File: src/rtl/alu_share_arbiter.sv
// Purpose : shares one external combinational ALU between two requesters, round-robin on ties.
// Latency : a request accepted in cycle N shows up in that requester's result buffer in cycle N+1.
// Backpressure: a full result buffer that is not being drained makes its requester ineligible for grant.
//
// Ports:
//   clk, rst                  clock and synchronous active-high reset
//   req_valid_i / req_ready_i request handshake per requester (ready is the grant)
//   req_op1_i, req_op2_i, req_ctrl_i  operands and ALU control, held stable while valid
//   rsp_valid_i / rsp_ready_i result handshake per requester
//   rsp_data_i, rsp_zero_i    buffered ALU result and Zero flag
//   alu_data1_o, alu_data2_o, alu_ctrl_o  drive the shared ALU
//   alu_data_i, alu_zero_i    sampled from the shared ALU
//   conflict_cnt              saturating count of cycles with both requesters eligible
module alu_share_arbiter #(
  parameter int WIDTH = 32,
  parameter int CNT_W = 16
) (
  input  logic             clk,
  input  logic             rst,
  input  logic             req_valid_0,
  output logic             req_ready_0,
  input  logic [WIDTH-1:0] req_op1_0,
  input  logic [WIDTH-1:0] req_op2_0,
  input  logic [3:0]       req_ctrl_0,
  input  logic             req_valid_1,
  output logic             req_ready_1,
  input  logic [WIDTH-1:0] req_op1_1,
  input  logic [WIDTH-1:0] req_op2_1,
  input  logic [3:0]       req_ctrl_1,
  output logic             rsp_valid_0,
  input  logic             rsp_ready_0,
  output logic [WIDTH-1:0] rsp_data_0,
  output logic             rsp_zero_0,
  output logic             rsp_valid_1,
  input  logic             rsp_ready_1,
  output logic [WIDTH-1:0] rsp_data_1,
  output logic             rsp_zero_1,
  output logic [WIDTH-1:0] alu_data1_o,
  output logic [WIDTH-1:0] alu_data2_o,
  output logic [3:0]       alu_ctrl_o,
  input  logic [WIDTH-1:0] alu_data_i,
  input  logic             alu_zero_i,
  output logic [CNT_W-1:0] conflict_cnt
);

  typedef enum logic {
    BUF_EMPTY = 1'b0,
    BUF_FULL  = 1'b1
  } buf_state_t;

  localparam logic [3:0] CTRL_ADD = 4'b0010;

  buf_state_t buf_state_0;
  buf_state_t buf_state_1;
  logic       last_grant;
  logic       elig_0;
  logic       elig_1;
  logic       grant_0;
  logic       grant_1;
  logic       xfer_0;
  logic       xfer_1;

  // A requester may issue when its buffer is empty or is being drained this
  // same cycle, which is what allows one op per cycle per requester.
  assign elig_0 = req_valid_0 && ((buf_state_0 == BUF_EMPTY) || rsp_ready_0);
  assign elig_1 = req_valid_1 && ((buf_state_1 == BUF_EMPTY) || rsp_ready_1);

  // On a tie the requester that was not granted last wins.
  assign grant_0 = elig_0 && (!elig_1 || last_grant);
  assign grant_1 = elig_1 && (!elig_0 || !last_grant);

  assign req_ready_0 = grant_0 && !rst;
  assign req_ready_1 = grant_1 && !rst;

  assign xfer_0 = req_valid_0 && req_ready_0;
  assign xfer_1 = req_valid_1 && req_ready_1;

  assign rsp_valid_0 = (buf_state_0 == BUF_FULL);
  assign rsp_valid_1 = (buf_state_1 == BUF_FULL);

  // Idle ALU sees a harmless ADD of zeros.
  always_comb begin
    alu_data1_o = '0;
    alu_data2_o = '0;
    alu_ctrl_o  = CTRL_ADD;
    if (grant_0) begin
      alu_data1_o = req_op1_0;
      alu_data2_o = req_op2_0;
      alu_ctrl_o  = req_ctrl_0;
    end else if (grant_1) begin
      alu_data1_o = req_op1_1;
      alu_data2_o = req_op2_1;
      alu_ctrl_o  = req_ctrl_1;
    end
  end

  always_ff @(posedge clk) begin
    if (rst) begin
      buf_state_0  <= BUF_EMPTY;
      buf_state_1  <= BUF_EMPTY;
      rsp_data_0   <= '0;
      rsp_data_1   <= '0;
      rsp_zero_0   <= 1'b0;
      rsp_zero_1   <= 1'b0;
      last_grant   <= 1'b1;
      conflict_cnt <= '0;
    end else begin
      // Buffer 0: a reload while full takes priority over the drain.
      if (xfer_0) begin
        buf_state_0 <= BUF_FULL;
        rsp_data_0  <= alu_data_i;
        rsp_zero_0  <= alu_zero_i;
      end else if (rsp_ready_0) begin
        buf_state_0 <= BUF_EMPTY;
      end

      if (xfer_1) begin
        buf_state_1 <= BUF_FULL;
        rsp_data_1  <= alu_data_i;
        rsp_zero_1  <= alu_zero_i;
      end else if (rsp_ready_1) begin
        buf_state_1 <= BUF_EMPTY;
      end

      if (xfer_0) begin
        last_grant <= 1'b0;
      end else if (xfer_1) begin
        last_grant <= 1'b1;
      end

      if (elig_0 && elig_1 && (conflict_cnt != {CNT_W{1'b1}})) begin
        conflict_cnt <= conflict_cnt + 1'b1;
      end
    end
  end

endmodule

File: config.mk
export PLATFORM = sky130hd
export DESIGN_NAME = alu_share_arbiter
export DESIGN_NICKNAME = d
export VERILOG_FILES = /design/src/rtl/alu_share_arbiter.sv
export SDC_FILE = /design/constraint.sdc
export NUM_CORES = 1
export LEC_CHECK = 0
export CAP_MARGIN = 40
export CORE_AREA = 3 3 125 127
export DETAILED_ROUTE_END_ITERATION = 12
export DIE_AREA = 0 0 128 130
export PLACE_DENSITY = 0.78
export SETUP_SLACK_MARGIN = 0.2
export SYNTH_ARGS = -nofsm -noshare
export SYNTH_HDL_FRONTEND = slang
export SYNTH_SLANG_ARGS = --single-unit
File: constraint.sdc
create_clock -name clk -period 2.51 [get_ports clk]
set_clock_uncertainty 0.05 [all_clocks]
set_input_delay 0.502 -clock clk [delete_from_list [all_inputs] [get_ports clk]]
set_output_delay 0.502 -clock clk [all_outputs]
set_load 0.02 [all_outputs]
==> metrics.cfg, run 1 <==
[timing]
hold_violations = 0
tightestPinTransition_ns = 0.5367
max-slew-margin-rel = 0.6395
setup_ws_ns = 0.04404
whs_ns = 0.4016
setup_tns_ns = 0
rsz0062_at_grt = true
fin_crit_ns = 2.466
min_period_over_period = 0.9825
setup_violations = 0
fmax_ghz = 0.4055
slew_violations = 0

[grt]
grt_max_degree = 30
grt_use_total = 0.2380
grt_first_pass_wirelength_mm = 29.82
antenna_found_initial = 2
grt_pass1_vias = 5009
gr-total-overflow = 0

[yosys]
avgSynthCellArea_um2 = 8.160
yosys_warnings = 0
syn-num-nets = 667
ys_types = 36
yosysSeqAreaShare = 0.4247
syn_area_um2 = 4006
syn_inst = 491
synth_seq_cells = 85

[detailed_routing]
routed_wl_mm = 22.03
drtAntennaViolNets = 0
drt_iter0_drc = 171
wl_per_cell_um = 20.90
num_vias = 5272
first_pass_iters = 4
drc_errors = 0
routed_via_density = 5.002

[worst_setup_path]
critPathCaptureType = output pin
r2r_setup_slack_ns = 0.56
reg2reg_depth = 8
arrival_ns = 1.91
crit_path_start_kind = input port
crit_path_end = alu_data2_o[5]
timing.rr.start = rsp_valid_1
cp_max_fo = 8
r2r-end = rsp_zero_0
startpoint = req_valid_0
worst-setup-path-type = in2out
critPathRequiredTime_ns = 1.96

[die]
rows = 44
chipWidth_um = 128
die_height_um = 130
io_pins = 329
coreArea_um2 = 14530
start_util = 0.2757
dieArea_um2 = 16640

[power_and_ir_drop]
power_per_cell_area_nw_per_um2 = 520.5
peakVddDrop_mv = 0.2634
p_leak_nw = 3.549
total_power_mw = 4.612

[clock_tree]
cts_tree = yes
cts_inserted_buffers = 9
ctsHoldBuffers = 0
clock_latency_ns = 0.34
clk_pin_slew_ns = 0.06
cts_max_path_buffers = 2
cts_sinks = 85
h-tree-depth = 3
cts_root_buf = clkbuf_16

[run]
drv_cap = 0

[layout]
seq_area_um2 = 1704
postLayoutCoreUtil = 0.6097
drive_gt1_frac = 0.2157
final_cell_mix = 253 x clkdlybuf4s50_1, 140 x nand2_1, 83 x dfxtp_1
fin_nets = 1038
fin_area_um2 = 8861
final_cells = 1054
final_common_cell = clkdlybuf4s50_1
multi_input_area_um2 = 2175
fillers = 1252
area_growth_pct = 121.2

[placed_design]
detailed_place_hpwl_mm = 15.43
io_buffers = 328
gp_congestion = 0.8104
place_ws_ns = -0.7100
post_dp_cell_area_um2 = 7654
dp.cells = 990

[worst_hold_path]
hp-class = reg2reg

[run_status]
status = complete, no violations

[flip-flops by register name, summed over array words and instances, names as in the netlist]
register,count
rsp_valid_0,1
rsp_zero_1,1
rsp_zero_0,1
rsp_data_1,32
conflict_cnt,16
rsp_valid_1,1
last_grant,1
rsp_data_0,32
[cell usage after synthesis (all sizes together)]
| library cell | n | area (um^2) |
|---|---|---|
| mux2 | 6 | 71.31 |
| nand2 | 140 | 525.5 |
| or4 | 7 | 52.55 |
| nand4 | 6 | 56.31 |
| o21ai | 2 | 10.01 |
| nand3 | 5 | 25.02 |
| o31ai | 8 | 60.06 |
| nor4 | 7 | 65.06 |
| a22o | 67 | 586.8 |
| or3 | 1 | 6.260 |
| dfxtp | 85 | 1702 |
| o22a | 1 | 8.760 |
| clkbuf | 13 | 48.80 |
| ha | 1 | 12.51 |
| and4 | 1 | 8.760 |
| nor2 | 9 | 33.78 |
| buf | 30 | 161.4 |
| nand3b | 1 | 7.510 |
| a41oi | 1 | 8.760 |
| a21oi | 78 | 390.4 |
| and2 | 1 | 6.260 |
| nand2b | 2 | 12.51 |
| a311o | 1 | 10.01 |
| inv | 2 | 7.510 |
| nor2b | 7 | 43.79 |
| a211oi | 2 | 15.01 |
| a311oi | 1 | 8.760 |
| and3 | 4 | 25.02 |
| o311ai | 1 | 26.28 |
| o311a | 1 | 10.01 |
[power breakdown]
part | total [mW] | internal (mW) | switching [mW] | leakage (nW)
clock network | 1.42 | 0.876 | 0.545 | 0.150
logic | 1.73 | 0.968 | 0.760 | 2.70
registers | 1.46 | 1.42 | 0.0400 | 0.696
total | 4.61 | 3.27 | 1.35 | 3.55
[worst max-delay path, cell delays in order]
cell and delay, ns:
clkdlybuf4s15_2 0.23, a311oi_4 0.41, buf_6 0.16, buf_6 0.09
buf_12 0.11, buf_16 0.13, a22o_1 0.16, buf_6 0.13
[cell type report]
class,instances,area share
antenna,3,0.0008472
clock buffer,11,0.02626
clock inverter,5,0.009602
inverter,2,0.0008472
multi-input combinational,361,0.2454
sequential,85,0.1923
tap,184,0.02598
timing repair buffer,403,0.4987
[kinds of logic (layout without fill, tap and decap cells)]
logic type,Yosys count,after routing,share of synthesized area
buf+inv,45,421,0.05434
other cells,0,3,0
mux,6,6,0.01780
compound gates,163,163,0.2833
simple gates,191,191,0.2167
flops,85,85,0.4247
fa+ha+maj,1,1,0.003123
[metal layers]
metal | part of all wire | global-route usage | vias up | wire [um]
li1 | - | - | 2505 | -
met1 | 0.36 | 0.2489 | 2505 | 7927
met2 | 0.53 | 0.4372 | 227 | 11680
met3 | 0.082 | 0.08309 | 35 | 1799
met4 | 0.028 | 0.09363 | 0 | 619
met5 | 0 | 0 | - | 0
[what timing repair did]
| action | in CTS | in global routing |
|---|---|---|
| setup buffers | 21 | 8 |
| resized for setup | 380 | 53 |
| cloned | 8 | 8 |
| pin swaps | 37 | 32 |
| endpoints found under the setup margin | 70 | 68 |
[worst min path at each step]
stage,startpoint,end,slack [ns],depth (start not counted)
final,rsp_data_1[29],rsp_data_1[29],0.40,2
after global routing,rsp_data_0[26],rsp_data_0[26],0.42,2
after CTS,rsp_data_1[17],rsp_data_1[17],0.40,2
after detailed placement,rsp_data_1[16],rsp_data_1[16],0.40,2
after global placement,rsp_data_1[17],rsp_data_1[17],0.39,2
after floorplan,rsp_data_1[24],rsp_data_1[24],0.48,2
Note: power is estimated with default switching activity, not from simulation.
==> inputs of run 2 (changes only) <==
--- a/config.mk
+++ b/config.mk
@@ -6,10 +6,12 @@
 export NUM_CORES = 1
 export LEC_CHECK = 0
 export CAP_MARGIN = 40
-export CORE_AREA = 3 3 125 127
+export CORE_AREA = 3 3 126 128
 export DETAILED_ROUTE_END_ITERATION = 12
-export DIE_AREA = 0 0 128 130
-export PLACE_DENSITY = 0.78
+export DIE_AREA = 0 0 129 131
+export DONT_BUFFER_PORTS = 1
+export MAX_ROUTING_LAYER = met4
+export PLACE_DENSITY = 0.49
 export SETUP_SLACK_MARGIN = 0.2
 export SYNTH_ARGS = -nofsm -noshare
 export SYNTH_HDL_FRONTEND = slang
==> metrics.cfg, run 2 (synthesis results as in run 1) <==
[layout]
final_common_cell = nand2_1
fin_area_um2 = 5072
fin_nets = 676
multi_input_area_um2 = 2366
area_growth_pct = 26.61
fillers = 1520
seq_area_um2 = 1705
drive_gt1_frac = 0.2614
final_cells = 694
reg_top3 = rsp_data_0 (32), rsp_data_1 (32), conflict_cnt (16)
postLayoutCoreUtil = 0.3387
final_cell_mix = 140 x nand2_1, 82 x dfxtp_1, 78 x a21oi_1

[grt]
grt_first_pass_wirelength_mm = 23.27
gr-total-overflow = 0
grt_use_total = 0.1901
antenna_found_initial = 1
grt_pass1_vias = 3477
grt_max_degree = 94

[worst_setup_path]
crit_path_end = alu_data1_o[2]
crit_chain = o311a_4 -> buf_12 -> a22o_4 -> buf_12
cpPeakStageDelay_ns = 0.42
crit_path_top_delay_cell = o311a_4
crit_top_cell = buf_12
reg2reg_depth = 6
r2r_setup_slack_ns = 0.43
critPathCaptureType = output pin
timing.rr.start = conflict_cnt[0]
worst-setup-path-type = reg2out
arrival_ns = 1.76
r2r-end = conflict_cnt[0]
startpoint = last_grant
cp_top_family = compound AO/OA/AOI/OAI gates
crit_path_start_kind = flop
cp_max_fo = 47
cp_num_cells = 4
critical_path_buf_inv_count = 2
critPathRequiredTime_ns = 1.96

[clock_tree]
cts_max_path_buffers = 2
clock_latency_ns = 0.33
h-tree-depth = 3
ctsHoldBuffers = 0
clk_pin_slew_ns = 0.07
cts_root_buf = clkbuf_16
cts_sinks = 85
cts_tree = yes
cts_inserted_buffers = 9

[timing]
hold_violations = 0
setup_tns_ns = 0
setup_violations = 0
slew_violations = 0
fin_crit_ns = 2.317
tightestPinTransition_ns = 0.4586
fmax_ghz = 0.4316
whs_ns = 0.1852
rsz0062_at_grt = true
setup_ws_ns = 0.1933
min_period_over_period = 0.9230
max-slew-margin-rel = 0.6919

[placed_design]
io_buffers = 0
gp_congestion = 0.9065
place_ws_ns = 0.09126
dp.cells = 669
detailed_place_hpwl_mm = 13.26
post_dp_cell_area_um2 = 4358

[die]
coreArea_um2 = 14980
chipWidth_um = 129
io_pins = 329
die_height_um = 131
dieArea_um2 = 16900
rows = 45
start_util = 0.2675

[worst_hold_path]
hp-class = in2reg

[detailed_routing]
routed_via_density = 5.486
drtAntennaViolNets = 0
num_vias = 3807
drt_iter0_drc = 261
drc_errors = 0
routed_wl_mm = 17.70
wl_per_cell_um = 25.50
first_pass_iters = 4

[power_and_ir_drop]
peakVddDrop_mv = 0.3737
power_per_cell_area_nw_per_um2 = 707.9
p_leak_nw = 1.932
total_power_mw = 3.591

[run_status]
status = complete, no violations

[run]
drv_cap = 0

[run 2: area by class of cell]
cell class | count | share of cell area
clock buffer | 9 | 0.04440
clock inverter | 7 | 0.01110
timing repair buffer | 41 | 0.09349
multi-input combinational | 361 | 0.4665
antenna | 1 | 0.0004933
tap | 188 | 0.04637
inverter | 2 | 0.001480
sequential | 85 | 0.3362
[run 2: where the power goes]
part,internal [mW],switching [mW]
clock network,0.683,0.581
logic,0.315,0.446
registers,1.42,0.142
[run 2: layer usage]
metal  wire length [um]  share of wire  up-vias  GRT usage
met5                  0              0        -          -
met2               9270           0.52      180     0.3088
li1                   -              -     1778          -
met1               6625           0.37     1831     0.2234
met4                329          0.019        0    0.05497
met3               1469          0.083       18    0.06626
[run 2: worst min-delay path by stage]
stage	cells after the start	from	endpoint	slack, ns
after floorplan	2	rsp_data_1[24]	rsp_data_1[24]	0.48
after global placement	2	rsp_data_0[15]	rsp_data_0[15]	0.49
after detailed placement	2	rsp_data_0[15]	rsp_data_0[15]	0.49
after CTS	1	rst	conflict_cnt[8]	0.17
after global routing	1	rst	conflict_cnt[8]	0.17
final	1	rst	conflict_cnt[8]	0.19
[run 2: timing repair]
item	in CTS	in global routing
gates resized for setup	63	14
setup endpoints to repair	70	58
buffers inserted	1	2
hold endpoints to repair	0	0
gates cloned	1	4
pin swaps	1	1
